===== config.mk =====
export PLATFORM = sky130hd
export DESIGN_NAME = bus_demux4
export DESIGN_NICKNAME = d
export VERILOG_FILES = /design/src/rtl/bus_pkg.sv /design/src/rtl/bus_demux4_mux.sv /design/src/rtl/bus_demux4.sv
export SDC_FILE = /design/constraint.sdc
export NUM_CORES = 1
export LEC_CHECK = 0
export BUFFER_PORTS_ARGS = -buffer_cell sky130_fd_sc_hd__buf_2
export CAP_MARGIN = 20
export CORE_MARGIN = 4
export CORE_UTILIZATION = 30
export CTS_BUF_LIST = sky130_fd_sc_hd__clkbuf_4 sky130_fd_sc_hd__clkbuf_8
export CTS_CLUSTER_DIAMETER = 80
export CTS_CLUSTER_SIZE = 40
export DETAILED_ROUTE_END_ITERATION = 10
export SLEW_MARGIN = 20
export SYNTH_ARGS = -nofsm -noshare
export SYNTH_HDL_FRONTEND = slang
export SYNTH_SLANG_ARGS = --single-unit

===== constraint.sdc =====
create_clock -name clk -period 2.19 [get_ports clk]
set_input_delay 0.438 -clock clk [delete_from_list [all_inputs] [get_ports clk]]
set_output_delay 0.438 -clock clk [all_outputs]
set_load 0.005 [all_outputs]

===== src/rtl/bus_pkg.sv =====
// Shared bus definitions: access FSM state encoding, abort data word and slave decode.
package bus_pkg;

    typedef enum logic [1:0] {
        ST_IDLE   = 2'b00,
        ST_ACCESS = 2'b01,
        ST_RESP   = 2'b10
    } bus_state_e;

    localparam logic [31:0] BUS_ERR_DATA = 32'hDEADBEEF;

    function automatic logic [3:0] slave_onehot(input logic [1:0] idx);
        logic [3:0] oh;
        case (idx)
            2'b00:   oh = 4'b0001;
            2'b01:   oh = 4'b0010;
            2'b10:   oh = 4'b0100;
            2'b11:   oh = 4'b1000;
            default: oh = 4'b0000;
        endcase
        return oh;
    endfunction

endpackage


===== src/rtl/bus_demux4_mux.sv =====
// 32-bit 4-to-1 select mux used on the slave read-data return path.
module bus_demux4_mux (
    input  logic [1:0]  sel,
    input  logic [31:0] d0,
    input  logic [31:0] d1,
    input  logic [31:0] d2,
    input  logic [31:0] d3,
    output logic [31:0] y
);

    // Pure combinational select.
    always_comb begin
        y = 32'h0000_0000;
        case (sel)
            2'b00:   y = d0;
            2'b01:   y = d1;
            2'b10:   y = d2;
            2'b11:   y = d3;
            default: y = 32'h0000_0000;
        endcase
    end

endmodule


===== src/rtl/bus_demux4.sv =====
// Single-master to four-slave bus demultiplexer with per-access timeout abort.
module bus_demux4
    import bus_pkg::*;
#(
    parameter int          TIMEOUT  = 16,
    parameter logic [31:0] ERR_DATA = BUS_ERR_DATA
) (
    input  logic        clk,
    input  logic        rst_n,
    input  logic        cpu_req,
    input  logic        cpu_we,
    input  logic [31:0] cpu_addr,
    input  logic [31:0] cpu_wdata,
    output logic        cpu_ack,
    output logic        cpu_err,
    output logic [31:0] cpu_rdata,
    output logic [3:0]  s_req,
    output logic        s_we,
    output logic [31:0] s_addr,
    output logic [31:0] s_wdata,
    input  logic [3:0]  s_ack,
    input  logic [31:0] s_rdata0,
    input  logic [31:0] s_rdata1,
    input  logic [31:0] s_rdata2,
    input  logic [31:0] s_rdata3
);

    localparam int            CW       = (TIMEOUT > 2) ? $clog2(TIMEOUT) : 1;
    localparam logic [CW-1:0] CNT_LAST = CW'(TIMEOUT - 1);

    bus_state_e    state_q, state_d;
    logic [1:0]    idx_q, idx_d;
    logic          we_q, we_d;
    logic [31:0]   addr_q, addr_d;
    logic [31:0]   wdata_q, wdata_d;
    logic [CW-1:0] cnt_q, cnt_d;
    logic [31:0]   rdata_q, rdata_d;
    logic          err_q, err_d;
    logic          ack_q, ack_d;
    logic [3:0]    s_req_q, s_req_d;
    logic [31:0]   mux_rdata_s;
    logic          sel_ack_s;

    bus_demux4_mux u_rdata_mux (
        .sel (idx_q),
        .d0  (s_rdata0),
        .d1  (s_rdata1),
        .d2  (s_rdata2),
        .d3  (s_rdata3),
        .y   (mux_rdata_s)
    );

    assign sel_ack_s = s_ack[idx_q];

    // Next-state and registered-output computation; s_req/cpu_ack are precomputed
    // for the state being entered so they line up with ACCESS/RESP.
    always_comb begin
        state_d = state_q;
        idx_d   = idx_q;
        we_d    = we_q;
        addr_d  = addr_q;
        wdata_d = wdata_q;
        cnt_d   = cnt_q;
        rdata_d = rdata_q;
        err_d   = err_q;
        ack_d   = 1'b0;
        s_req_d = 4'b0000;
        case (state_q)
            ST_IDLE: begin
                if (cpu_req) begin
                    idx_d   = cpu_addr[31:30];
                    we_d    = cpu_we;
                    addr_d  = cpu_addr;
                    wdata_d = cpu_wdata;
                    cnt_d   = '0;
                    s_req_d = slave_onehot(cpu_addr[31:30]);
                    state_d = ST_ACCESS;
                end else begin
                    state_d = ST_IDLE;
                end
            end
            ST_ACCESS: begin
                // Ack is tested first so it wins over a timeout in the same cycle.
                if (sel_ack_s) begin
                    rdata_d = we_q ? 32'h0000_0000 : mux_rdata_s;
                    err_d   = 1'b0;
                    ack_d   = 1'b1;
                    state_d = ST_RESP;
                end else if (cnt_q == CNT_LAST) begin
                    rdata_d = ERR_DATA;
                    err_d   = 1'b1;
                    ack_d   = 1'b1;
                    state_d = ST_RESP;
                end else begin
                    cnt_d   = cnt_q + CW'(1);
                    s_req_d = slave_onehot(idx_q);
                    state_d = ST_ACCESS;
                end
            end
            ST_RESP: begin
                state_d = ST_IDLE;
            end
            default: begin
                state_d = ST_IDLE;
            end
        endcase
    end

    // State and output registers; reset abandons any in-flight access.
    always_ff @(posedge clk or negedge rst_n) begin
        if (!rst_n) begin
            state_q <= ST_IDLE;
            idx_q   <= 2'b00;
            we_q    <= 1'b0;
            addr_q  <= 32'h0000_0000;
            wdata_q <= 32'h0000_0000;
            cnt_q   <= '0;
            rdata_q <= 32'h0000_0000;
            err_q   <= 1'b0;
            ack_q   <= 1'b0;
            s_req_q <= 4'b0000;
        end else begin
            state_q <= state_d;
            idx_q   <= idx_d;
            we_q    <= we_d;
            addr_q  <= addr_d;
            wdata_q <= wdata_d;
            cnt_q   <= cnt_d;
            rdata_q <= rdata_d;
            err_q   <= err_d;
            ack_q   <= ack_d;
            s_req_q <= s_req_d;
        end
    end

    assign cpu_ack   = ack_q;
    assign cpu_err   = err_q;
    assign cpu_rdata = rdata_q;
    assign s_req     = s_req_q;
    assign s_we      = we_q;
    assign s_addr    = addr_q;
    assign s_wdata   = wdata_q;

endmodule


Word-level counts from Yosys, hierarchy flattened
Cells that the tools add are included.
Storage, ports and cells
  output and inout bits: 103
  RAM bits: 0
  ROM bits: 0
  register bits after elaboration: 111
  latch bits: 0
  memories: 0
Operators by class
  multiply operators: 0
  reductions and logical operators: 8
  mux-type cells: 25
  divide/modulo/power cells: 0
  bitwise operators: 0
  add/sub/neg operators: 1
  shift-type cells: 0
  magnitude comparators: 1
  equality and inequality tests: 11
Operators by type and width (number)
  $pmux W32 S4: 1
  $mux W32: 3
  $pmux W4 S4: 2
  $mux W4: 6
  $pmux W4 S2: 2
  $eq A2 B2 Y1 const B: 4
  $mux W1: 7
  $eq A2 B1 Y1 const B: 3
  $logic_not A2 Y1: 3
  $ne A2 B2 Y1 const B: 3
  $add A4 B1 Y4 const B: 1
  $eq A4 B4 Y1 const B: 1
  $mux W2: 2
  $pmux W2 S2: 1
  $reduce_and A2 Y1: 2
  $reduce_and A4 Y1: 1
  $reduce_bool A2 Y1: 2
  $lt A2 B3 Y1 const B: 1
  $bmux W1 S2: 1

Longest topological paths before layout
  word-level depth: 5
  depth in mapped cells: 6

Modules after synthesis
A second synthesis with hierarchy kept.
Unflattened totals
  cells, all modules: 455
  area, all modules: 5094.9 µm²
By module, submodules not included
  bus_demux4: cells each 416, area each 4280.4 µm², seq. area each 2727.6 µm², times used 1
  bus_demux4_mux: cells each 39, area each 814.5 µm², seq. area each 0.0 µm², times used 1

Worst setup path before layout
Ideal clock, no wire load.
  path type: register to register
  start point: register idx_q[0]
  end point: register rdata_q[26], in the netlist cpu_rdata[26]
  setup slack: 0.571 ns
  arrival time: 1.496 ns
  stages on the path, launching flop included: 6
  library setup time: 0.123 ns
  data required time: 2.067 ns
  path buffers: 2
  cells stage by stage: dfrtp_1 -> buf_4 -> buf_2 -> mux4_2 -> nand4b_1 -> o21ai_1
On the way
  cells in the longest elaborated chain, start to end: 4
RTL lines
  start: declaration: line bus_demux4.sv:32  | logic [1:0] idx_q, idx_d;
  start signal: assignment: line bus_demux4.sv:124  | idx_q <= idx_d;
  $eq A2 B2 Y1, or another cell as far along: line bus_demux4_mux.sv:14  | case (sel)
  $pmux W32 S4 / $mux W1 (equally long branches): line bus_demux4_mux.sv:14, bus_demux4.sv:53
  $mux W32 / $reduce_bool A2 Y1 (equally long branches)
  $mux W32 / $reduce_and A2 Y1 (equally long branches)
  end signal: assignment: line bus_demux4.sv:129  | rdata_q <= rdata_d;
  end: declaration: line bus_demux4.sv:37  | logic [31:0] rdata_q, rdata_d;
Parallel ways exist; a longest one is shown, timed or not. The select of a mux whose other input is x is not followed.
A chain may end at the register's enable or synchronous reset.

Worst setup path after layout
  start point: register idx_q[0]
  end point: register rdata_q[31], in the netlist cpu_rdata[31]
Same word-level chain as after synthesis.

==> out/qor.csv <==
stage,metric,value,unit
place,hpwlAfterDp,13.4,mm
synthesis,yosysMostFrequentCell,nand2_1,
floorplan,die-area,19800,µm²
routing,wirelength,17.7,mm
synthesis,synth_edf_count,0,
pwr,pwr-share-seq,0.377,
worst_setup_path,cp.arrival,2.06,ns
clock_network,path_clk_slew,0.12,ns
worst_setup_path,cp-end-kind,register,
synthesis,netlist_top_cells_area,"dfrtp_1 52%, nand2_1 14%, mux4_2 14%",
final_layout,multi_input_area,2350,µm²
worst_setup_path,path_class,reg -> reg,
synthesis,synth_cells,519,
pwr,total_power,0.00901,W
place,port_buffers,302,
routing,first_iter_violations,161,
synthesis,netlist_top_cells_count,"199 x nand2_1, 109 x dfrtp_1, 33 x mux4_2, 33 x nand4b_1, 29 x o21ai_1",
grt,first_global_vias,5107,
worst_hold_path,min_path_cells,3,
timing,period_share,0.802,
final_layout,post_route_cells_drive_above_1_share,0.462,
clock_network,postCtsSetupBuffers,0,
floorplan,coreArea,17200,µm²
synthesis,async_flop_share,1.00,
worst_hold_path,hp-class,in -> reg,
pwr,internal-power,0.00538,W
final_layout,synthToLayoutAreaGrowth,37.4,%
routing,drc,0,
worst_setup_path,cp_max_fo,33,
timing,hold_slack,0.238,ns
final_layout,final_area,7240,µm²
floorplan,die_w,141,µm
timing,fmax,569,MHz
timing,setup_viol,0,
worst_setup_path,crit_required,2.49,ns
synthesis,synth_top_area_share,0.517,
grt,grt_overflow_total,0,
grt,grt-busiest-layer,met2,
grt,antenna_found_initial,1,
pwr,p_clk_frac,0.137,
floorplan,initial_core_util,0.306,
routing,wl_per_cell,17.2,µm
worst_setup_path,r2r_cells,4,
timing,post-route-min-period,1.76,ns
routing,ant_nets,0,
timing,slew_headroom,0.662,
timing,worst_slew_pin_slew,0.508,ns
pwr,power_density,1240,nW/µm²
timing,fin_worst_skew,0.0184,ns
clock_network,htree_num_levels,3,
job,max-cap-violations,0,
clock_network,cts_sinks,109,
synthesis,synth.net_count,720,
floorplan,num_rows,48,
synthesis,ys.flop_type,dfrtp_1,
floorplan,fp.dieH,141,µm
grt,grt_pass1_wl,27.8,mm
synthesis,syn_avg_cell_area,10.2,µm²
clock_network,cts_buffers,9,
place,dpl_cell_area,7030,µm²
pwr,p_leak,3.79,nW
worst_setup_path,start_kind,register,
synthesis,yosys_warnings,0,
grt,met1_usage,0.223,
timing,setup-tns-final,0,ns
synthesis,synth_cell_types,29,
synthesis,ys_seq_elements,109,
clock_network,cts-root-buf,clkbuf_8,
final_layout,n_fill_cell,1740,
pwr,combPwrFrac,0.486,
place,gp_congestion,0.852,
pwr,swShare,0.403,
outcome,status,completed,
routing,via_per_inst,4.78,
grt,grtUsageMet3,0.0516,
clock_network,clk_latency,0.37,ns
synthesis,seq_area_frac_synth,0.517,
timing,hold_violations,0,
clock_network,cts_buffer_depth,2,
final_layout,final-seq-area,2730,µm²
final_layout,nNetsFinal,1004,
routing,vias,4941,
grt,gr-usage-all-layers,0.175,
floorplan,ios,303,
pwr,switchingPower,0.00363,W
timing,maxSlewViolCount,0,
final_layout,n_antenna_cell,0,
routing,dr.pass1.iters,4,
synthesis,yosys.area.top_type,dfrtp_1,
synthesis,mappedNetlistArea,5270,µm²
clock_network,post_cts_resize_count,0,
pwr,ir_worst_vdd,0.503,mV
clock_network,cts_tree,yes,
grt,grt_max_degree,68,
grt,use_met2,0.286,
timing,rsz0062_at_grt,no,
==> final cells by class <==
cell class	instances	area share
Clock inverter	6	0.00846
Inverter	3	0.00155
Clock buffer	10	0.0190
Multi-Input combinational cell	362	0.324
Timing Repair Buffer	318	0.231
Tap cell	225	0.0389
Sequential cell	109	0.377
==> per-layer routing <==
layer	vias up	part of all wire
met4	2	0.021
met1	2330	0.41
met5	-	0.00039
li1	2353	-
met2	232	0.47
met3	24	0.096
==> cells in the final DEF, fill, tap and decap left out, types with 2 or more instances in the layout <==
cell,Yosys,final
buf_2,14,301
nand2_1,199,199
dfrtp_1,109,108
nand4b_1,33,33
mux4_2,33,33
o21ai_1,29,29
a21oi_1,25,25
o21ai_0,13,13
buf_4,3,13
clkbuf_8,0,10
nand3_1,5,5
inv_1,3,3
mux2i_1,3,3
buf_12,0,3
o32ai_1,2,2
nor2_1,2,2
nand2b_1,2,2
nor3_2,2,2
o21a_1,2,2
o211ai_1,2,2
inv_6,0,2
==> cell families after synthesis <==
logic type	share of synthesized area
AND/OR/NAND/NOR	0.218
flip-flops	0.517
AO/OA/AOI/OAI	0.0759
buffers and inverters	0.0396
multiplexers	0.147
adder cells (fa/ha/maj)	0.00237
==> power by group through the flow <==
stage / clock network [W] / logic [W] / registers, W
after floorplan: 0 / 0.00258 / 0.00348
after global placement: 0 / 0.00446 / 0.00341
after detailed placement: 0 / 0.00450 / 0.00340
after CTS: 0.00131 / 0.00449 / 0.00340
after global routing: 0.00137 / 0.00491 / 0.00352
final: 0.00123 / 0.00438 / 0.00340
==> state kept, by name, summed over array words and instances, names as in the netlist <==
signal,flops
cnt_q,4
cpu_rdata,32
s_we,1
cpu_err,1
state_q,2
cpu_ack,1
s_wdata,32
s_addr,30
s_req,4
idx_q,2
==> path summary, 6_finish.rpt <==
check | startpoint | to | slack, ns
min in group asynchronous | rst_n | cpu_rdata[21] | 0.53
worst max register to register | idx_q[0] | cpu_rdata[31] | 0.43
max in group asynchronous | rst_n | s_wdata[30] | 1.02
worst min register to register | s_addr[11] | s_addr[11] | 0.48
worst min-delay path | cpu_addr[15] | s_addr[15] | 0.24
worst max-delay path | idx_q[0] | cpu_rdata[31] | 0.43
==> through the flow <==
step / util / instances / worst slack [ns]
2_1_floorplan: - / 519 / 0.571
3_3_place_gp: 0.408 / 1016 / 0.370
3_5_place_dp: 0.408 / 1016 / 0.343
4_1_cts: 0.420 / 1033 / 0.419
5_1_grt: 0.420 / 1033 / 0.281
6_report: 0.420 / 1033 / 0.433
==> critical path, stage by stage, from the launching register on <==
cell,delay (ns)
dfrtp_2,0.42
mux4_2,0.61
and2_1,0.20
buf_4,0.23
o21ai_0,0.20
==> repair_timing <==
| item | CTS | global route |
|---|---|---|
| endpoints found under the setup margin | 0 | 0 |
| endpoints found under the hold margin | 26 | 0 |
| hold buffers | 1 | 0 |
No activity file was read; power rests on OpenSTA's default activity.
